==> src/rtl/permute_round_ctrl.sv <==
// Multi-round controller for the encoder permute stage: load, start instances, wait, store, repeat.
// Optional WAIT-state watchdog is compiled in with `define PERMUTE_WATCHDOG_EN.
module permute_round_ctrl #(
  parameter int NUM_INST       = 5,
  parameter int NUM_ROUNDS     = 24,
  parameter int RW             = (NUM_ROUNDS > 1) ? $clog2(NUM_ROUNDS) : 1,
  parameter int TIMEOUT_CYCLES = 256
) (
  input  logic                clk,
  input  logic                rst,
  input  logic                start,
  input  logic                abort,
  input  logic [NUM_INST-1:0] inst_done,
  output logic                read_mem,
  output logic                start_instances,
  output logic                write_mem,
  output logic [RW-1:0]       round_idx,
  output logic                busy,
  output logic                done,
  output logic                timeout_err
);

  typedef enum logic [2:0] {
    S_IDLE,
    S_LOAD,
    S_START,
    S_WAIT,
    S_STORE
  } state_e;

  localparam logic [RW-1:0] LAST_ROUND = RW'(NUM_ROUNDS - 1);

  state_e              state_q, state_d;
  logic [RW-1:0]       round_idx_q, round_idx_d;
  logic [NUM_INST-1:0] done_seen_q, done_seen_d;
  logic                all_done;
  logic                wd_fire;

  // A done arriving in the current WAIT cycle counts immediately, so no pulse is lost.
  assign all_done = &(done_seen_q | inst_done);

`ifdef PERMUTE_WATCHDOG_EN
  localparam int WCW = (TIMEOUT_CYCLES > 1) ? $clog2(TIMEOUT_CYCLES) : 1;
  localparam logic [WCW-1:0] WAIT_LIMIT = WCW'(TIMEOUT_CYCLES - 1);

  logic [WCW-1:0] wait_cnt_q, wait_cnt_d;
  logic           timeout_err_q, timeout_err_d;

  assign wd_fire = (state_q == S_WAIT) && !all_done && (wait_cnt_q == WAIT_LIMIT);

  always_comb begin
    wait_cnt_d    = wait_cnt_q;
    timeout_err_d = timeout_err_q;
    if (state_q == S_START) begin
      wait_cnt_d = '0;
    end else if ((state_q == S_WAIT) && !all_done) begin
      wait_cnt_d = wait_cnt_q + WCW'(1);
    end
    // abort wins over the watchdog, so the error is only flagged for a real timeout exit
    if ((state_q == S_IDLE) && start) begin
      timeout_err_d = 1'b0;
    end else if (wd_fire && !abort) begin
      timeout_err_d = 1'b1;
    end
  end

  always_ff @(posedge clk or posedge rst) begin
    if (rst) begin
      wait_cnt_q    <= '0;
      timeout_err_q <= 1'b0;
    end else begin
      wait_cnt_q    <= wait_cnt_d;
      timeout_err_q <= timeout_err_d;
    end
  end

  assign timeout_err = timeout_err_q;
`else
  logic unused_timeout_cfg;

  assign unused_timeout_cfg = |TIMEOUT_CYCLES;
  assign wd_fire            = 1'b0;
  assign timeout_err        = 1'b0;
`endif

  always_comb begin
    state_d         = state_q;
    round_idx_d     = round_idx_q;
    done_seen_d     = done_seen_q;
    read_mem        = 1'b0;
    start_instances = 1'b0;
    write_mem       = 1'b0;

    case (state_q)
      S_IDLE: begin
        if (start) begin
          state_d = S_LOAD;
        end
      end
      S_LOAD: begin
        read_mem    = 1'b1;
        done_seen_d = '0;
        state_d     = S_START;
      end
      S_START: begin
        start_instances = 1'b1;
        done_seen_d     = done_seen_q | inst_done;
        state_d         = S_WAIT;
      end
      S_WAIT: begin
        done_seen_d = done_seen_q | inst_done;
        if (all_done) begin
          state_d = S_STORE;
        end else if (wd_fire) begin
          state_d     = S_IDLE;
          round_idx_d = '0;
          done_seen_d = '0;
        end
      end
      S_STORE: begin
        write_mem = 1'b1;
        if (round_idx_q == LAST_ROUND) begin
          round_idx_d = '0;
          state_d     = S_IDLE;
        end else begin
          round_idx_d = round_idx_q + RW'(1);
          state_d     = S_LOAD;
        end
      end
      default: begin
        state_d     = S_IDLE;
        round_idx_d = '0;
        done_seen_d = '0;
      end
    endcase

    if (abort && (state_q != S_IDLE)) begin
      state_d     = S_IDLE;
      round_idx_d = '0;
      done_seen_d = '0;
    end
  end

  always_ff @(posedge clk or posedge rst) begin
    if (rst) begin
      state_q     <= S_IDLE;
      round_idx_q <= '0;
      done_seen_q <= '0;
    end else begin
      state_q     <= state_d;
      round_idx_q <= round_idx_d;
      done_seen_q <= done_seen_d;
    end
  end

  assign round_idx = round_idx_q;
  assign done      = (state_q == S_IDLE);
  assign busy      = ~done;

  a_strobes_onehot0 : assert property (@(posedge clk) disable iff (rst)
    $onehot0({read_mem, start_instances, write_mem}));

  a_idle_round_zero : assert property (@(posedge clk) disable iff (rst)
    done |-> (round_idx == '0));

endmodule

==> config.mk <==
export PLATFORM = sky130hd
export DESIGN_NAME = permute_round_ctrl
export DESIGN_NICKNAME = d
export VERILOG_FILES = /design/src/rtl/permute_round_ctrl.sv
export SDC_FILE = /design/constraint.sdc
export NUM_CORES = 1
export LEC_CHECK = 0
export BUFFER_PORTS_ARGS = -buffer_cell sky130_fd_sc_hd__clkbuf_2
export CORE_MARGIN = 8
export CORE_UTILIZATION = 43
export DETAILED_ROUTE_END_ITERATION = 8
export PLACE_DENSITY = 0.68
export SYNTH_ARGS = -nofsm -noshare
export SYNTH_HDL_FRONTEND = slang
export SYNTH_SLANG_ARGS = --single-unit
==> constraint.sdc <==
create_clock -name clk -period 1.6 [get_ports clk]
set_input_delay 0.24 -clock clk [delete_from_list [all_inputs] [get_ports clk]]
set_output_delay 0.24 -clock clk [all_outputs]
set_load 0.005 [all_outputs]
After elaboration in Yosys (flattened, before gate mapping)
Index checks and enable logic that the tools add are counted.
- add/subtract/negate cells: 1
- eq/ne operators: 9
- muxes and demuxes: 13
- bitwise operators: 2
- reduce and logical (&&, ||, !) cells: 8
- operator list (kind ; number):
    one-hot mux 5 bit (2 select lines) ; 2
    two-way mux 5 bit ; 3
    one-hot mux 3 bit (5 select lines) ; 1
    two-way mux 3 bit ; 3
    equality test 3 x 2 -> 1 bit (second input constant) ; 2
    adder 5 x 1 -> 5 bit (second input constant) ; 1
    equality test 5 bit (second input constant) ; 1
    OR 5 bit ; 1
    AND reduction 5 bit ; 1
    two-way mux 1 bit ; 4
    != test 2 x 1 -> 1 bit (second input constant) ; 2
    OR reduction 2 bit ; 2
    OR reduction 4 bit ; 1
    equality test 3 x 1 -> 1 bit (second input constant) ; 1
    equality test 3 bit (second input constant) ; 1
    logical NOT 3 bit ; 1
    != test 3 x 2 -> 1 bit (second input constant) ; 1
    != test 3 bit (second input constant) ; 1
    nonzero test 3 bit ; 1
    AND reduction 2 bit ; 1
    logical AND 1 bit ; 1
    NOT 1 bit ; 1
- flip-flop bits (word level): 13
- input bits: 9
- output and inout port bits: 11
- word-level logic and storage cells: 36

Logic depth before layout (Yosys ltp)
Gate-level depths: netlist of the first run.
- word-level depth: 5
- depth in mapped cells: 4
- depth with buffers taken out: 4

Least setup slack after synthesis of the first run
No wires, ideal clock.
- kind: reg-to-reg
- start: register round_idx_q[0] (netlist: round_idx[0])
- end: register state_q[0]
- library setup time: 101 ps
- arrival: 1083 ps
- required time: 1499 ps
- path slack: 416 ps
- stages on the path, launching flop included: 5
- path buffers: 0
- period minus slack after synthesis: 1184 ps
- cells stage by stage: dfrtp_1 ha_1 nand4b_1 a21oi_1 o32ai_1
- cells in the longest elaborated chain, start to end: 4
- RTL lines (element ; line ; text):
    from (decl) ; 34 ; logic [RW-1:0] round_idx_q, round_idx_d;
    from (signal assigned) ; 151 ; round_idx_q <= round_idx_d;
    equality test 5 bit ; 122 ; if (round_idx_q == LAST_ROUND) begin
    two-way mux 1 bit ; 122 ;
    one-hot mux 3 bit (5 select lines) ; 94 ; case (state_q)
    two-way mux 3 bit ; 137 ; if (abort && (state_q != S_IDLE)) begin
    to (signal assigned) ; 150 ; state_q <= state_d;
    to (decl) ; 33 ; state_e state_q, state_d;
Every way passes these cells.
A chain may end at the register's enable or synchronous reset.

Final worst setup path of the first run
- start: register state_q[2]
- end: output port write_mem
- cells in the longest elaborated chain, start to end: 2
- RTL lines (element ; line ; text):
    equality test 3 bit ; 94 ;
    two-way mux 1 bit ; 94 ;
    to (decl) ; 16 ; output logic write_mem,
Every way passes these cells.

==> metrics, run 1 <==
Die X around 57 µm; # rows 14; DRC 0; port bufs 18; most frequent cells in the layout clkbuf_2, dfrtp_1, nand2_1; WL final 1640 µm; CP Class register to output port; Ys Warns 0; critical path arrival around 1.3 ns; post-synthesis sequential area ratio 45.8%; CP endpoint kind output port; drt first pass iters 4; Placer Congestion about 0.8; CTS tree built; Critical Path Source Type register; Critical Path Start state_q[2]; Tcrit/Tclk final 93.9%; Final min period 1.50 ns; first-pass GRT wire length around 2800 µm; Leakage 0.000382 µW; vias in the first global route 572; HPWL after DPL 1130 µm; critical path fanouts, max 9; CTS Buf Count 3; status complete, no violations; Fin Setup TNS 0 ns; # setup viols final 0; CTS sink cnt 13; GR Overflow Total 0; Initial Util 46.6%; GRT Util Overall 11.2%; I/O pin count 20; Final Total Pwr approximately 1000 µW; syn nets 79; Pins Over Slew Limit 0; clk_lat worst skew 0.28 ns; Compound-Gate Fraction of Synth Area 18.1%; max-cap viol count 0; Slew @ Worst Pin 0.516 ns; Slew headroom 65.6%; Total Die Area 3210 µm²; DRT antenna net count 0; Synth Area in Adders ~1.8%; Layout Skew 0.00195 ns; min-delay src inst_done[1]; antenna violations before repair 0; Hold Vio Cnt, Final 0; Via Count 585; Post-Synth XOR/XNOR Area 0%; die height 56.7 µm; largest net degree at the start of global routing 14; WP data required 1.36 ns; clock tree buffer depth 2; flops & latches, synth 13; number of diodes 0; synthesized area per cell 10.3 µm²; worst vdd ir 705 µV; area grow syn2layout 16.4%; synth unique cells 31; H-tree depth 1; multiplexer share of the synthesized area 4.23%; wire length per cell ~16 µm; ratio of cells with drive above 1 in the final layout between 30% and 40%; Post-Synth Simple-Gate Area 23.2%; Reg clk slew, reported paths 0.08 ns; main combinational cell family by area after synthesis simple AND/OR/NAND/NOR gates; Nets between 90 and 100; power density over the cells 1210 nW/µm²; Achievable Freq ~670 MHz; DRT iter0 DRCs 13; CTS Root Cell clkbuf_4; Cell Area, Synth 711 µm²; Core Area 1520 µm²; commonest non-fill, non-tap cell in the layout clkbuf_2; Post-Syn Instances between 60 and 70; min-delay worst type input port to register; reg2reg start round_idx[0]; vias per inst 5.68; RSZ-0062 raised after global routing no
[layout make-up]
type,count,area (µm²)
clock buffers,4,26.3
fillers,154,697
inverters,3,11.3
multi-input cells,48,340
flip-flops and latches,13,329
well taps,16,20.0
repair buffers,19,100
[routing by layer]
layer,vias up,GRT usage (%),wire [µm],part of all wire (%)
li1,296,-,-,-
met1,269,15.0,762,46
met2,18,14.7,763,46
met3,2,4.94,100,6.1
met4,0,5.15,14,0.85
met5,-,0,0,0
[final timing paths]
check / cells after the start / to / slack, ns
worst min-delay path: 2 / done_seen_q[1] / 0.20
worst max register to register: 4 / state_q[0] / 0.27
min in group asynchronous: 3 / round_idx[1] / 0.55
worst max-delay path: 3 / write_mem / 0.1
worst min register to register: 1 / done_seen_q[4] / 0.50
max in group asynchronous: 3 / state_q[2] / 0.67
[metrics by stage]
| step | std cells | utilization (%) | hold WS [ns] | cell area, µm² | setup WS (ns) |
|---|---|---|---|---|---|
| floorplan | 69 | - | 0.117 | 711 | 0.416 |
| global placement | 98 | 51.6 | 0.265 | 787 | 0.238 |
| detailed placement | 98 | 51.6 | 0.279 | 787 | 0.175 |
| CTS | 103 | 54.1 | 0.191 | 825 | 0.0685 |
| global route | 103 | 54.3 | 0.182 | 827 | 0.00851 |
| finish | 103 | 54.3 | 0.197 | 827 | 0.0978 |
[critical path, cell delays in order (launching register included)]
cell      delay, ns
dfrtp_2        0.48
inv_1          0.16
nor3_1         0.19
clkbuf_2       0.15
[cell usage after synthesis]
cell      number  area [µm²]
nor3_1         4        20.0
a21oi_1        3        15.0
buf_4          1        7.51
ha_1           1        12.5
nor4_1         1        6.26
nor3b_4        1        18.8
nor2_2         1        6.26
buf_2          3        15.0
o22ai_1        2        12.5
nand4_1        1        6.26
o32ai_1        1        8.76
a22oi_1        2        15.0
a21o_1         1        7.51
conb_1         1        3.75
dfrtp_1       13         325
nor2_1         2        7.51
nor2b_1        1        6.26
nor4b_4        1        23.8
nor3b_1        2        15.0
or3_1          1        6.26
nand3_1        2        10.0
a22o_1         5        43.8
a32o_1         1        10.0
nand4b_1       1        8.76
mux2i_1        3        30.0
o21ai_1        2        10.0
inv_1          3        11.3
buf_6          1        11.3
a31oi_1        1        6.26
nand3b_1       1        7.51
nand2_1        6        22.5
[flip-flops by register name (all words and copies together), names as in the netlist]
name	flops
round_idx	5
done_seen_q	5
state_q	3
[power breakdown]
group          internal, µW  switching, µW
Clock                  96.7            111
Combinational           158            148
Sequential              391           97.2
Total                   646            356
[repair_timing]
action,4_1_cts,5_1_grt
hold buffers,1,0
endpoints found under the setup margin,1,3
pin swaps,0,0
buffers inserted,0,0
gates resized for setup,1,2
hold endpoints to repair,13,0
[cell families (layout without fill, tap and decap cells)]
kind of cell	after synthesis	in the layout
adders and majority gates	1	1
other	1	1
muxes	3	3
buffers and inverters	8	26
and+or+nand+nor	25	25
DFF	13	13
AOI/OAI and AO/OA	18	18
Power figures use the tool's default switching activity.
==> inputs of run 2 (changes only) <==
CORE_MARGIN = 5   (was 8)
==> run 2 against run 1 <==
Utilization is 0.13 points lower. Combinational power is 2% higher. Maximum frequency is 1.8% higher. Non-clock buffer count is 1 higher. Sequential power is 1% higher. Sequential share of layout area is 0.36 points lower. Clock power hardly changed. Count of clock-buffer cells in the layout stayed put. Routed wire length is 8.7% lower. Total power is 0.57% higher. Hold slack better by 0.0024 ns. Clock skew is 0.0016 ns lower. Critical path type unchanged. Highest routed layer unchanged.
==> metrics, run 2 (synthesis results as in run 1) <==
post-CTS setup buffer count 0; Pins Over Slew Limit 0; DRT antenna net count 0; vias in the first global route 552; Layout Skew 0.000384 ns; antenna violations before repair 0; Tcrit/Tclk final 92.2%; first-pass GRT wire length about 2500 µm; CTS Root Cell clkbuf_4; Psw 357 µW; CTS Buf Count 3; die height 50.7 µm; clk_lat worst skew around 0.28 ns; worst vdd ir 500 µV; CTS sink cnt 13; power density over the cells approximately 1200 nW/µm²; ratio of cells with drive above 1 in the final layout between 30% and 40%; clock share of power roughly a fifth; RSZ-0062 raised after global routing no; Leakage 0.000387 µW; Via Count 623; cell depth of the worst hold path 2; critical path fanouts, max 9; Crit path max-delay family flip-flops; clock tree buffer depth 2; Total Die Area 2570 µm²; number of diodes 0; Critical Path Most Common Cell inv_1; # setup viols final 0; max-cap viol count 0; min-delay worst type input port to register; Max stage delay on crit path 0.48 ns; Nets 99; Hold Vio Cnt, Final 0; placed inst area 795 µm²; Achievable Freq 678 MHz; critical path arrival roughly 1.2 ns; Register Area 329 µm²; commonest non-fill, non-tap cell in the layout clkbuf_2; drt first pass iters 4; H-tree depth 1; Reg2Reg Depth 4; Core Area ~1500 µm²; HPWL after DPL 1090 µm; largest net degree at the start of global routing 14; GRT Util Overall 12.2%; Multi-input gate area approximately 340 µm²; DRC 0; cell count along the critical path 4; GR Overflow Total 0; Pint between 600 and 700 µW; Fin Setup TNS 0 ns; CP endpoint kind output port; combinational share of power 30.8%; Die X 50.7 µm; Final min period 1.48 ns; vias per inst 5.99; register share of total power 48.9%; WP data required around 1.4 ns; fin area between 800 and 900 µm²; Placer Congestion 0.758; Initial Util 46.1%; Critical Path Source Type register; CP Class register to output port; Reg clk slew, reported paths around 0.08 ns; port bufs 18; CP Buf/Inv Count 3; crit-path cells inv_1, nand2_1, inv_1, clkbuf_2; WL final 1500 µm; wire length per cell between 10 and 15 µm; switching part of the total 35.4%; I/O pin count 20; # rows 14; status complete, no violations; CTS tree built; Slowest cell on crit path dfrtp_2; fillcell total 152; most frequent cells in the layout clkbuf_2, dfrtp_1, nand2_1; DRT iter0 DRCs 16; area grow syn2layout 17.4%
run 2: cell types whose count changed in the layout (fill, tap and decap cells not counted):
| cell | change |
|---|---|
| buf_4 | +1 |
run 2: area by class of cell:
| class | instances | area share, % |
|---|---|---|
| flip-flops and latches | 13 | 39.4 |
| clock buffers | 4 | 3.15 |
| multi-input cells | 48 | 40.8 |
| well taps | 16 | 2.40 |
| repair buffers | 20 | 12.9 |
| inverters | 3 | 1.35 |
run 2: worst paths after layout:
| check | startpoint | endpoint | slack (ns) |
|---|---|---|---|
| hold / removal | inst_done[3] | done_seen_q[3] | 0.20 |
| hold reg to reg | done_seen_q[4] | done_seen_q[4] | 0.50 |
| setup reg to reg | round_idx[0] | state_q[0] | 0.31 |
| setup / recovery | state_q[2] | done | 0.12 |
| max in group asynchronous | rst | state_q[1] | 0.73 |
| min in group asynchronous | rst | round_idx[2] | 0.51 |
run 2: metal layers:
metal	routed length (µm)	vias up	track usage [%]
li1	-	293	-
met1	696	298	16.9
met2	664	28	18.0
met3	115	4	2.96
met4	23	0	5.11
met5	0	-	0
run 2: timing repair:
item / in CTS / in global routing
gates resized for setup: 0 / 3
endpoints found under the setup margin: 0 / 4
hold endpoints to repair: 13 / 0
hold buffers: 1 / 0
run 2: power groups by stage:
stage                     clock network [µW]  registers [µW]  logic (µW)
after floorplan                            0             431         280
after global placement                     0             487         306
after detailed placement                   0             490         309
after CTS                                212             485         312
after global routing                     225             503         352
final                                    205             493         311
run 2: per-stage QoR:
step           util, %  power (µW)  cells  hold WS (ns)  worst slack (ns)
2_1_floorplan        -         712     69         0.117             0.416
3_3_place_gp      51.5         793     99         0.272             0.302
3_5_place_dp      51.5         799     99         0.276             0.272
4_1_cts           53.9        1010    104         0.200            0.0350
5_1_grt           54.1        1080    104         0.202            0.0407
6_report          54.1        1010    104         0.200             0.124
==> inputs of run 3 (changes only) <==
clock period = 1.4 ns   (was 1.6 ns; I/O delays follow)
==> run 3 against run 2 <==
Sequential cell count unchanged. Count of clock-buffer cells in the layout unchanged. Combinational power grew 70%. Hold slack worse by 0.012 ns. Register-to-register slack lost 0.24 ns. Critical endpoint is now read_mem. Largest cell class unchanged.
==> metrics, run 3 (synthesis results as in run 1) <==
reg2reg start state_q[0]; clock tree buffer depth 2; Reg2Reg Depth 4; first-pass GRT wire length 2420 µm; CTS Buf Count 3; die height 50.7 µm; Hold Vio Cnt, Final 0; status complete, no violations; Die X 50.7 µm; WP data required 1.19 ns; Critical Path Source Type register; Max stage delay on crit path 0.48 ns; area grow syn2layout 28.5%; met1 Usage GRT ~18%; port bufs 18; vias in the first global route 566; GR Util met2 15.7%; fin area 913 µm²; Core Area between 1500 and 2000 µm²; DP Worst Slack 0.101 ns; DRT iter0 DRCs 10; Reg clk slew, reported paths approximately 0.070 ns; Tcrit/Tclk final a little over nine tenths; Register Area about 330 µm²; Initial Util 46.1%; worst vdd ir 797 µV; Multi-input gate area 354 µm²; Final Worst Setup Slack ~0.06 ns; CTS tree built; Fin Setup TNS 0 ns; fillcell total between 100 and 150; met3 Usage GRT 3.25%; WL final around 1600 µm; power density over the cells 1420 nW/µm²; final core occ 59.3%; I/O pin count 20; number of diodes 0; CP Class register to output port; vias per inst ~5.5; min-delay worst type input port to register; CTS sink cnt 13; critical path fanouts, max 6; Critical Path Start state_q[0]; HPWL after DPL 1040 µm; max-cap viol count 0; Leakage 0.000436 µW; RSZ-0062 raised after global routing yes; Placer Congestion 0.729; flop-to-flop setup slack around 0.070 ns; # rows 14; wire length per cell 13.8 µm; r2r endpoint round_idx[4]; Worst Setup EP read_mem; Achievable Freq 747 MHz; largest net degree at the start of global routing 14; Final min period around 1.3 ns; busiest layer in global routing met1; H-tree depth 1; placed inst area 802 µm²; DRC 0; critical path arrival 1.13 ns; Total Die Area 2570 µm²; antenna violations before repair 0; DRT antenna net count 0; commonest non-fill, non-tap cell in the layout clkbuf_2; # setup viols final 0; CTS Root Cell clkbuf_4; crit-path cells buf_6, nor3b_2, clkbuf_2; clk_lat worst skew 0.28 ns; ratio of cells with drive above 1 in the final layout 40.6%; drt first pass iters 4; Slowest cell on crit path dfrtp_2; Via Count 620; GR Overflow Total 0; GRT Util Overall 11.9%; most frequent cells in the layout clkbuf_2, dfrtp_1, nand2_1, buf_4, a22o_1; CP endpoint kind output port; Layout Skew about 0.011 ns; Pins Over Slew Limit 0; Nets 107
-- run 3: report_power, final --
group | switching, µW | internal [µW] | total, µW | leakage (µW)
logic | 228 | 301 | 529 | 0.000249
registers | 92.7 | 447 | 540 | 0.000172
clock network | 122 | 110 | 232 | 0.0000150
total | 443 | 859 | 1300 | 0.000436
-- run 3: final cells by class --
type / instances / area share, %
repair buffers: 28 / 18.9
inverters: 3 / 1.23
multi-input cells: 48 / 38.8
flip-flops and latches: 13 / 36.0
well taps: 16 / 2.19
clock buffers: 4 / 2.88
-- run 3: worst min-delay path by stage --
stage	startpoint	to	depth (start not counted)
2_1_floorplan	rst	done_seen_q[0]	1
4_1_cts	inst_done[2]	done_seen_q[2]	2
5_1_grt	inst_done[4]	done_seen_q[4]	2
3_3_place_gp	rst	round_idx[2]	2
3_5_place_dp	rst	done_seen_q[0]	2
6_report	inst_done[4]	done_seen_q[4]	2
-- run 3: stage by stage --
| step | hold slack, ns | instances | power, µW |
|---|---|---|---|
| after floorplan | 0.0870 | 69 | 813 |
| after global placement | 0.243 | 100 | 900 |
| after detailed placement | 0.246 | 100 | 907 |
| after CTS | 0.175 | 107 | 1190 |
| after global routing | 0.176 | 112 | 1390 |
| final | 0.188 | 112 | 1300 |
-- run 3: worst max-delay path: cells and delay by family, from the launching register on --
family	cells	cell delay [ns]
buffers and inverters	2	0.25
DFF	1	0.48
and+or+nand+nor	1	0.14
-- run 3: routing by layer --
metal,routed length [µm],vias to the layer above
met5,0,-
met4,15,0
met1,778,289
met3,78,2
li1,-,310
met2,678,19
-- run 3: timing repair --
item / in CTS / in global routing
gates resized for setup: 4 / 7
pin swaps: 0 / 2
endpoints found under the setup margin: 5 / 8
setup buffers: 2 / 5
hold endpoints to repair: 13 / 0
hold buffers: 1 / 0
